File: config.mk
export PLATFORM = sky130hd
export DESIGN_NAME = alu_multiword_seq
export DESIGN_NICKNAME = d
export VERILOG_FILES = /design/src/rtl/alu_pkg.sv /design/src/rtl/alu_multiword_seq.sv
export SDC_FILE = /design/constraint.sdc
export NUM_CORES = 1
export LEC_CHECK = 0
export BUFFER_PORTS_ARGS = -buffer_cell sky130_fd_sc_hd__buf_2
export CAP_MARGIN = 30
export CORE_MARGIN = 8
export CORE_UTILIZATION = 50
export DETAILED_ROUTE_END_ITERATION = 10
export HOLD_SLACK_MARGIN = 0.02
export PLACE_DENSITY_LB_ADDON = 0.1
export SLEW_MARGIN = 20
export SYNTH_ARGS = -nofsm -noshare
export SYNTH_HDL_FRONTEND = slang
export SYNTH_SLANG_ARGS = --single-unit
File: constraint.sdc
create_clock -name clk -period 2.2 [get_ports clk]
set_input_delay 0.33 -clock clk [delete_from_list [all_inputs] [get_ports clk]]
set_output_delay 0.33 -clock clk [all_outputs]
set_load 0.005 [all_outputs]
File: src/rtl/alu_pkg.sv
// Shared types and constants for the multiword 74181 sequencer.
package alu_pkg;

  typedef enum logic [1:0] {
    IDLE,
    EXEC,
    DONE
  } state_e;

  // {M, S[3:0]} pairs for the active-high-data 74181 functions in common use
  localparam logic [4:0] OP_ADD    = {1'b0, 4'b1001};
  localparam logic [4:0] OP_SUB    = {1'b0, 4'b0110};
  localparam logic [4:0] OP_AND    = {1'b1, 4'b1011};
  localparam logic [4:0] OP_OR     = {1'b1, 4'b1110};
  localparam logic [4:0] OP_XOR    = {1'b1, 4'b0110};
  localparam logic [4:0] OP_PASS_A = {1'b1, 4'b1111};

  function automatic int unsigned eff_words(input int unsigned req,
                                            input int unsigned max_words);
    if (req == 0) return 1;
    if (req > max_words) return max_words;
    return req;
  endfunction

endpackage

File: src/rtl/alu_multiword_seq.sv
// Sequences a multiword operation through an external 74181 slice chain,
// one word per cycle low word first, and presents result plus C/Z/N flags.
module alu_multiword_seq #(
  parameter int WIDTH = 8,
  parameter int WORDS = 2
) (
  input  logic                       clk,
  input  logic                       rst_n,
  input  logic                       op_valid,
  output logic                       op_ready,
  input  logic [WIDTH*WORDS-1:0]     op_a,
  input  logic [WIDTH*WORDS-1:0]     op_b,
  input  logic [3:0]                 op_s,
  input  logic                       op_m,
  input  logic                       op_cin,
  input  logic [$clog2(WORDS+1)-1:0] op_words,
  output logic [WIDTH-1:0]           alu_a,
  output logic [WIDTH-1:0]           alu_b,
  output logic [3:0]                 alu_s,
  output logic                       alu_m,
  output logic                       alu_cnb,
  input  logic [WIDTH-1:0]           alu_f,
  input  logic                       alu_cn4b,
  input  logic                       alu_aeb,
  output logic                       res_valid,
  input  logic                       res_ready,
  output logic [WIDTH*WORDS-1:0]     res_data,
  output logic                       flag_c,
  output logic                       flag_z,
  output logic                       flag_n
);
  import alu_pkg::*;

  localparam int CW = $clog2(WORDS + 1);
  localparam int RW = WIDTH * WORDS;

  state_e          state_q, state_d;
  logic [RW-1:0]   a_q, a_d, b_q, b_d, res_q, res_d;
  logic [3:0]      s_q, s_d;
  logic            m_q, m_d, cin_q, cin_d;
  logic [CW-1:0]   n_q, n_d, idx_q, idx_d;
  logic            cn4b_q, cn4b_d, nz_q, nz_d;
  logic            fc_q, fc_d, fz_q, fz_d, fn_q, fn_d;
  logic            last_word;

  assign last_word = (idx_q == n_q - CW'(1));

  always_comb begin
    state_d   = state_q;
    a_d       = a_q;
    b_d       = b_q;
    s_d       = s_q;
    m_d       = m_q;
    cin_d     = cin_q;
    n_d       = n_q;
    idx_d     = idx_q;
    res_d     = res_q;
    cn4b_d    = cn4b_q;
    nz_d      = nz_q;
    fc_d      = fc_q;
    fz_d      = fz_q;
    fn_d      = fn_q;
    op_ready  = 1'b0;
    res_valid = 1'b0;
    alu_a     = '0;
    alu_b     = '0;
    alu_s     = '0;
    alu_m     = 1'b1;
    alu_cnb   = 1'b1;

    case (state_q)
      IDLE: begin
        op_ready = 1'b1;
        if (op_valid) begin
          a_d     = op_a;
          b_d     = op_b;
          s_d     = op_s;
          m_d     = op_m;
          cin_d   = op_cin;
          n_d     = CW'(eff_words(32'(op_words), WORDS));
          res_d   = '0;
          idx_d   = '0;
          nz_d    = 1'b0;
          state_d = EXEC;
        end
      end

      EXEC: begin
        alu_a   = a_q[idx_q*WIDTH +: WIDTH];
        alu_b   = b_q[idx_q*WIDTH +: WIDTH];
        alu_s   = s_q;
        alu_m   = m_q;
        alu_cnb = (idx_q == '0) ? ~cin_q : cn4b_q;
        res_d[idx_q*WIDTH +: WIDTH] = alu_f;
        cn4b_d  = alu_cn4b;
        nz_d    = nz_q | alu_aeb;
        if (last_word) begin
          // Logic-mode ops leave the carry flag untouched
          fc_d    = m_q ? fc_q : ~alu_cn4b;
          fz_d    = ~(nz_q | alu_aeb);
          fn_d    = alu_f[WIDTH-1];
          state_d = DONE;
        end else begin
          idx_d = idx_q + CW'(1);
        end
      end

      DONE: begin
        res_valid = 1'b1;
        if (res_ready) state_d = IDLE;
      end

      default: state_d = IDLE;
    endcase
  end

  always_ff @(posedge clk or negedge rst_n) begin
    if (!rst_n) begin
      state_q <= IDLE;
      a_q     <= '0;
      b_q     <= '0;
      s_q     <= '0;
      m_q     <= 1'b1;
      cin_q   <= 1'b0;
      n_q     <= '0;
      idx_q   <= '0;
      res_q   <= '0;
      cn4b_q  <= 1'b1;
      nz_q    <= 1'b0;
      fc_q    <= 1'b0;
      fz_q    <= 1'b0;
      fn_q    <= 1'b0;
    end else begin
      state_q <= state_d;
      a_q     <= a_d;
      b_q     <= b_d;
      s_q     <= s_d;
      m_q     <= m_d;
      cin_q   <= cin_d;
      n_q     <= n_d;
      idx_q   <= idx_d;
      res_q   <= res_d;
      cn4b_q  <= cn4b_d;
      nz_q    <= nz_d;
      fc_q    <= fc_d;
      fz_q    <= fz_d;
      fn_q    <= fn_d;
    end
  end

  assign res_data = res_q;
  assign flag_c   = fc_q;
  assign flag_z   = fz_q;
  assign flag_n   = fn_q;

endmodule

# Word-level counts from Yosys, hierarchy flattened
# Index checks and enable logic that the tools add are counted.
# W data, S select, Z words.
[totals]
register_bits = 65
in_bits = 54
[op_classes]
addsub = 3
n_mux = 31
n_lt_le_gt_ge = 1
n_eq_ne = 7
bitwise_logic = 5
n_reduce_logical = 10
n_shift = 4
[op_table]
columns = ["operator", "n"]
rows = [
  ["$neg A5 Y34", 1],
  ["$shift A8 B34 Y16 const A", 1],
  ["$shiftx A8 B34 Y16", 1],
  ["$pmux W16 S2", 1],
  ["$shiftx A16 B6 Y8", 2],
  ["$bwmux W16", 1],
  ["$mux W16", 1],
  ["$mux W2", 8],
  ["$mux W8", 2],
  ["$mux W1", 14],
  ["$reduce_and A3 Y1", 3],
  ["$ne A2 B2 Y1 const B", 4],
  ["$logic_not A2 Y1", 3],
  ["$pmux W2 S3", 1],
  ["$reduce_and A2 Y1", 3],
  ["$mux W4", 1],
  ["$not A1 Y1", 4],
  ["$pmux W2 S2", 1],
  ["$add A2 B1 Y2 const B", 1],
  ["$eq A2 B1 Y1 const B", 1],
  ["$eq A2 B2 Y1", 1],
  ["$eq A2 B2 Y1 const B", 1],
  ["$gt A2 B2 Y1 const B", 1],
  ["$pmux W1 S2", 1],
  ["other kinds (3)", 3],
]

# Longest topological paths before layout
# Gate-level depths: netlist (run 1).
[logic_depth]
ltp_word = 9
ltp_mapped = 7
depth_no_buf = 5

# Worst setup path after synthesis (run 1)
# Ideal clock, no wire load.
[synth_path]
kind = "reg-to-reg"
from = "register idx_q[0]"
to = "register res_q[10], in the netlist res_data[10]"
n_path_buf = 2
arrival_time_ps = 1908
setup_time_ps = 67
period_less_slack_ps = 1975
path_stages_with_launch = 8
path_slack_ps = 225
cell_sequence = "dfrtp_1 buf_4 buf_2 inv_1 ha_1 nand4b_1 nor2_1 a22o_1"
[synth_between]
elab_chain_len = 4
[synth_rtl]
columns = ["item", "line_no", "source"]
rows = [
  ["start, declared", "alu_multiword_seq.sv:41", "logic [CW-1:0] n_q, n_d, idx_q, idx_d;"],
  ["start signal, assigned", "alu_multiword_seq.sv:141", "idx_q <= idx_d;"],
  ["$neg A5 Y34 *", "alu_multiword_seq.sv:94", "res_d[idx_q*WIDTH +: WIDTH] = alu_f;"],
  ["$shiftx A8 B34 Y16 / $shift A8 B34 Y16 (equally long branches)", "alu_multiword_seq.sv:94", ""],
  ["$bwmux W16 *", "alu_multiword_seq.sv:94", ""],
  ["$pmux W16 S2 *", "alu_multiword_seq.sv:71", "case (state_q)"],
  ["end signal, assigned", "alu_multiword_seq.sv:142", "res_q <= res_d;"],
  ["end, declared", "alu_multiword_seq.sv:38", "logic [RW-1:0] a_q, a_d, b_q, b_d, res_q, res_d;"],
]
# Every way passes the cells marked *; elsewhere a longest branch is shown, timed or not.
# A chain may end at the register's enable or synchronous reset.

# Worst setup path in the final report (run 1)
[layout_path]
from = "register idx_q[0]"
to = "output alu_b[7]"
[layout_between]
elab_chain_len = 2
[layout_rtl]
columns = ["item", "line_no", "source"]
rows = [
  ["$shiftx A16 B6 Y8", "alu_multiword_seq.sv:90", "alu_b = b_q[idx_q*WIDTH +: WIDTH];"],
  ["$mux W8", "alu_multiword_seq.sv:71", ""],
  ["end, declared", "alu_multiword_seq.sv:18", "output logic [WIDTH-1:0] alu_b,"],
]
# Every way passes these cells.

==> results of run 1 <==
layout make-up:
| type | count | area, µm² |
|---|---|---|
| sequential | 65 | 1629 |
| tap | 72 | 90.09 |
| inverter | 3 | 11.26 |
| clock inverter | 6 | 57.56 |
| fill | 480 | 1883 |
| multi-input combinational | 215 | 1155 |
| clock buffer | 10 | 137.6 |
| timing repair buffer | 102 | 543.0 |
worst register-to-register path, delay by kind of cell (launching register included):
kind | cells | cell delay, ps
flip-flops | 1 | 480
AND/OR/NAND/NOR | 2 | 560
buffers and inverters | 1 | 100
AO/OA/AOI/OAI | 1 | 220
adder cells (fa/ha/maj) | 1 | 370
final timing paths:
check,to,slack (ps),cells past startpoint
max in group asynchronous,cn4b_q,1060,3
min reg2reg,flag_z,460,1
max,alu_b[7],270,4
min in group asynchronous,s_q[0],490,2
min,m_q,180,3
max reg2reg,res_data[12],400,5
timing repair:
action | 4_1_cts | 5_1_grt
hold endpoints to repair | 19 | 0
setup buffers | 0 | 0
resized for setup | 0 | 1
setup endpoints to repair | 0 | 4
hold buffers | 1 | 0
routing by layer:
| layer | track usage | vias up |
|---|---|---|
| li1 | - | 1157 |
| met1 | 0.2024 | 1080 |
| met2 | 0.2569 | 64 |
| met3 | 0.05432 | 12 |
| met4 | 0.08049 | 0 |
| met5 | 0 | - |
cell usage after synthesis (2+ instances only):
cell type	count	area share
sky130_fd_sc_hd__dfrtp_1	63	0.55
sky130_fd_sc_hd__o21ai_0	5	0.0088
sky130_fd_sc_hd__inv_1	3	0.0039
sky130_fd_sc_hd__nand2_1	129	0.17
sky130_fd_sc_hd__buf_2	12	0.021
sky130_fd_sc_hd__dfstp_2	2	0.018
sky130_fd_sc_hd__nand2b_1	4	0.0088
sky130_fd_sc_hd__ha_1	3	0.013
sky130_fd_sc_hd__o31ai_1	2	0.0053
sky130_fd_sc_hd__nor2_1	20	0.026
sky130_fd_sc_hd__nor2b_1	2	0.0044
sky130_fd_sc_hd__a21o_1	2	0.0053
sky130_fd_sc_hd__and2_1	4	0.0088
sky130_fd_sc_hd__a22o_1	16	0.049
sky130_fd_sc_hd__mux2i_1	17	0.060
kinds of logic (layout without fill, tap and decap cells):
family	after synthesis	count (layout)	share of synthesized area
and+or+nand+nor	164	164	0.2395
DFF	65	65	0.5711
adders and majority gates	3	3	0.01316
xor gates and xnor gates	1	1	0.003071
AOI/OAI and AO/OA	28	28	0.07587
muxes	19	19	0.06973
buffers and inverters	16	121	0.02763
registers in the layout, indices dropped and copies added, names as in the netlist:
register	cells
a_q	16
b_q	16
res_data	16
s_q	4
idx_q	2
n_q	2
state_q	2
cin_q	1
cn4b_q	1
flag_c	1
flag_n	1
flag_z	1
m_q	1
nz_q	1
report_power, final:
part           switching (mW)  internal, mW
clock                   0.442         0.546
combinational            1.11         0.921
sequential              0.298          1.74
metrics by stage:
stage	area, µm²	setup WS [ps]	hold WS [ps]	power [mW]
floorplan	2853	225.2	34.41	3.392
global placement	3416	445.7	314.0	4.046
detailed placement	3416	416.0	318.6	4.113
CTS	3621	99.99	160.1	5.117
global route	3623	145.0	166.2	5.484
finish	3623	268.1	180.2	5.055
==> flow_summary.yaml, run 1 <==
clock_tree:
  insertion_delay_ps: 330
  cts.path.max_buffers: 2
  clock_sink_count: 65
  htree_num_levels: 3
  cts_buffers: 9
  root_buffer: "sky130_fd_sc_hd__clkbuf_8"
  cts_tree: "yes"
  clk_pin_slew_ps: 70
status:
  run_status: "finished clean"
worst_setup_path:
  worst_path_cell_chain: "buf_4 -> mux2i_1 -> nor2_1 -> buf_2"
  timing.critical_path.slowest_stage_cell: "sky130_fd_sc_hd__dfrtp_1"
  worstPathBufferInverterCount: 2
  startpoint_type: "register"
  slowest_delay_ps: 480
  critical_path_class: "register to primary output"
  startpoint: "idx_q[0]"
  worstPathMaxFanout: 18
  worst_setup_path_end_kind: "primary output"
  timing.critical_path.arrival_ps: 1600
  critical_path_required_ps: 1870
  r2r-start: "idx_q[0]"
  timing.critical_path.max_delay_family: "buffers and inverters"
timing:
  finalClockSkew_ps: 7.409
  slew_at_the_pin_with_the_worst_max_slew_slack_ps: 560.5
  hold_viol: 0
  fin_crit_ps: 1932
  fin_crit_sh: 0.8781
  rsz0062_at_grt: "no"
  timing.setup.tns_ps: 0
  normalized_max_slew_margin: 0.6249
  slew_viol_final: 0
  setup_viol_count_final: 0
  timing.fmax_mhz: 517.6
global_route:
  global_route_wire_length_before_repair_um: 11350
  gr-total-overflow: 0
  grt_max_degree: 47
  grt_antenna_before_repair: 0
  grt_usage: 0.1655
  first_global_vias: 2496
detailed_routing:
  detail_route.vias_per_cell: 4.890
  avgRoutedWirePerCell_um: 13.94
  totalWireLength_um: 6593
  postRouteAntennaNets: 0
  drt_drc_violations_left: 0
  dr_total_vias: 2313
  detail_route.first_pass.iterations: 4
  routed.top_layer: "met4"
  detailed_router_s_first_iteration_violation_count: 42
  wl_met1_um: 2987
  met3RoutedLength_um: 434
  met2WireLength_um: 3056
floorplanning:
  start_util: 0.5181
  fp.dieArea_um2: 8379
  core.rowCount: 27
  chipWidth_um: 91.54
  ioPinCount: 97
  fp.coreArea_um2: 5507
  die-height_um: 91.54
placement:
  routability_driven_placement_congestion_ratio: 0.7378
  placement.io_buffers: 95
  place_inst: 456
  dpl.hpwl_um: 4667
synthesis:
  synth-warning-count: 0
  async_flop_share: 1.000
  ys.flop_type: "sky130_fd_sc_hd__dfrtp_1"
  netlist_area_um2: 2853
  synth.net_count: 353
  synth_seq_cells: 65
  seq_area_frac_synth: 0.5711
  synth_cell_types: 27
  post_synth_edffs: 0
  syn_inst: 296
  avgSynthCellArea_um2: 9.638
power:
  power.density_cell_area_nw_per_um2: 1395
  leakage_nw: 2.053
  power.ir.vdd_worst_mv: 0.6316
cells_and_area:
  layoutNonFillerInstCount: 473
  fin_util: 0.6580
  final_common_cell: "sky130_fd_sc_hd__nand2_1"
  layout-drive-gt1-share: 0.3142
  n_antenna_cell: 0
  mostFrequentLayoutCells: "128 x sky130_fd_sc_hd__nand2_1, 95 x sky130_fd_sc_hd__buf_2, 63 x sky130_fd_sc_hd__dfrtp_1, 19 x sky130_fd_sc_hd__nor2_1, 17 x sky130_fd_sc_hd__mux2i_1"
  final_net_count: 453
  syn_to_final_growth_pct: 27.02
job:
  max-cap-violations: 0
hold_path:
  worst_hold_path_type: "input port to register"
  timing.hold.worst.start: "op_m"
No activity file was read; power rests on OpenSTA's default activity.
==> inputs of run 2 (changes only) <==
==> constraint.sdc (replaced) <==
create_clock -name clk -period 2.2 [get_ports clk]
set_input_delay 0.22 -clock clk [delete_from_list [all_inputs] [get_ports clk]]
set_output_delay 0.22 -clock clk [all_outputs]
set_load 0.005 [all_outputs]
==> flow_summary.yaml, run 2 (synthesis results as in run 1) <==
cells_and_area:
  mostFrequentLayoutCells: "129 x sky130_fd_sc_hd__nand2_1, 95 x sky130_fd_sc_hd__buf_2, 63 x sky130_fd_sc_hd__dfrtp_1, 19 x sky130_fd_sc_hd__nor2_1, 17 x sky130_fd_sc_hd__mux2i_1"
  syn_to_final_growth_pct: 27.72
  n_antenna_cell: 0
  layout-drive-gt1-share: 0.3117
  postLayoutCellArea_um2: 3643
  final_net_count: 453
  fin_util: 0.6617
  final_common_cell: "sky130_fd_sc_hd__nand2_1"
detailed_routing:
  avgRoutedWirePerCell_um: 14.43
  totalWireLength_um: 6825
  detail_route.vias_per_cell: 4.964
  postRouteAntennaNets: 0
  dr_total_vias: 2348
  detail_route.first_pass.iterations: 4
  drt_drc_violations_left: 0
  detailed_router_s_first_iteration_violation_count: 128
clock_tree:
  root_buffer: "sky130_fd_sc_hd__clkbuf_8"
  insertion_delay_ps: 340
  cts_tree: "yes"
  cts.repair_timing.setup_buffer_count: 0
  htree_num_levels: 3
  clk_pin_slew_ps: 80
  cts_buffers: 9
  clock_sink_count: 65
  cts.path.max_buffers: 2
worst_setup_path:
  worstPathMaxFanout: 16
  regToRegSetupSlack_ps: 410
  worst_setup_path_end_kind: "primary output"
  critical_path_class: "register to primary output"
  startpoint_type: "register"
  critical_path_required_ps: 1980
  timing.critical_path.arrival_ps: 1720
timing:
  timing.fmax_mhz: 515.6
  setup_viol_count_final: 0
  slew_viol_final: 0
  finalClockSkew_ps: 9.996
  fin_crit_sh: 0.8817
  timing.setup.tns_ps: 0
  hold_viol: 0
  fin_crit_ps: 1940
  rsz0062_at_grt: "no"
  worst_slack_ps: 260.3
  normalized_max_slew_margin: 0.5926
  slew_at_the_pin_with_the_worst_max_slew_slack_ps: 611.1
floorplanning:
  chipWidth_um: 91.54
  fp.coreArea_um2: 5507
  core.rowCount: 27
  fp.dieArea_um2: 8379
  die-height_um: 91.54
  start_util: 0.5181
  ioPinCount: 97
global_route:
  gr-total-overflow: 0
  global_route_wire_length_before_repair_um: 11760
  grt_max_degree: 41
  first_global_vias: 2529
  grt_antenna_before_repair: 0
  grt_usage: 0.1724
placement:
  placed_cell_area_um2: 3428
  dpl_worst_slack_ps: 422.0
  routability_driven_placement_congestion_ratio: 0.7553
  placement.io_buffers: 95
  dpl.hpwl_um: 4859
hold_path:
  worst_hold_path_type: "input port to register"
power:
  switching_share: 0.3699
  power.density_cell_area_nw_per_um2: 1404
  finalPower_mw: 5.116
  power.ir.vdd_worst_mv: 0.6487
  total_switching_power_mw: 1.893
  leakage_nw: 2.053
  pwr-share-comb: 0.400
  internal_power_mw: 3.224
  clkPwrFrac: 0.201
  power_frac_seq: 0.400
status:
  run_status: "finished clean"
job:
  max-cap-violations: 0
-- run 2: changes by cell type in the layout (fill, tap and decap cells not counted) --
cell and change:
sky130_fd_sc_hd__clkinv_2 -3, sky130_fd_sc_hd__clkinv_4 +2, sky130_fd_sc_hd__buf_12 +1, sky130_fd_sc_hd__buf_4 -1, sky130_fd_sc_hd__clkinvlp_4 +1, sky130_fd_sc_hd__nand2_1 +1
sky130_fd_sc_hd__nand2_2 -1
-- run 2: layer usage --
metal	track usage	part of all wire
met4	0.08868	0.015
met3	0.06173	0.075
met1	0.2059	0.44
met5	0	0
met2	0.2677	0.47
-- run 2: final timing paths --
check                      depth (start not counted)          end  startpoint
setup reg to reg                                   5  res_data[9]    idx_q[0]
hold reg to reg                                    2       cn4b_q      cn4b_q
setup / recovery                                   4     alu_a[7]  state_q[1]
hold / removal                                     3       b_q[0]     op_b[0]
min in group asynchronous                          2       s_q[0]       rst_n
max in group asynchronous                          3          m_q       rst_n
-- run 2: area by class of cell --
class | instances | area (µm²)
clock inverter | 6 | 67.56
inverter | 3 | 11.26
fill | 487 | 1863
tap | 72 | 90.09
clock buffer | 10 | 137.6
sequential | 65 | 1629
timing repair buffer | 102 | 555.5
multi-input combinational | 215 | 1152
-- run 2: power by group through the flow --
stage	sequential, mW	combinational [mW]	clock, mW
global placement	2.03	2.04	0
floorplan	2.00	1.39	0
finish	2.04	2.04	1.03
global route	2.11	2.34	1.10
detailed placement	2.06	2.08	0
CTS	2.04	2.10	1.05
-- run 2: worst max-delay path, cell delays in order (launching register included) --
cell	delay, ps
sky130_fd_sc_hd__dfrtp_1	480
sky130_fd_sc_hd__nor2b_2	160
sky130_fd_sc_hd__nand2_1	360
sky130_fd_sc_hd__nor2_1	250
sky130_fd_sc_hd__buf_2	140
-- run 2: stage by stage --
stage	hold slack [ps]	instances
global route	61.68	473
detailed placement	265.9	456
CTS	59.04	473
floorplan	-75.59	296
global placement	260.3	456
finish	70.54	473
-- run 2: timing repair --
item,in CTS,in global routing
endpoints found under the hold margin,25,0
gates resized for setup,0,0
hold buffers,1,0
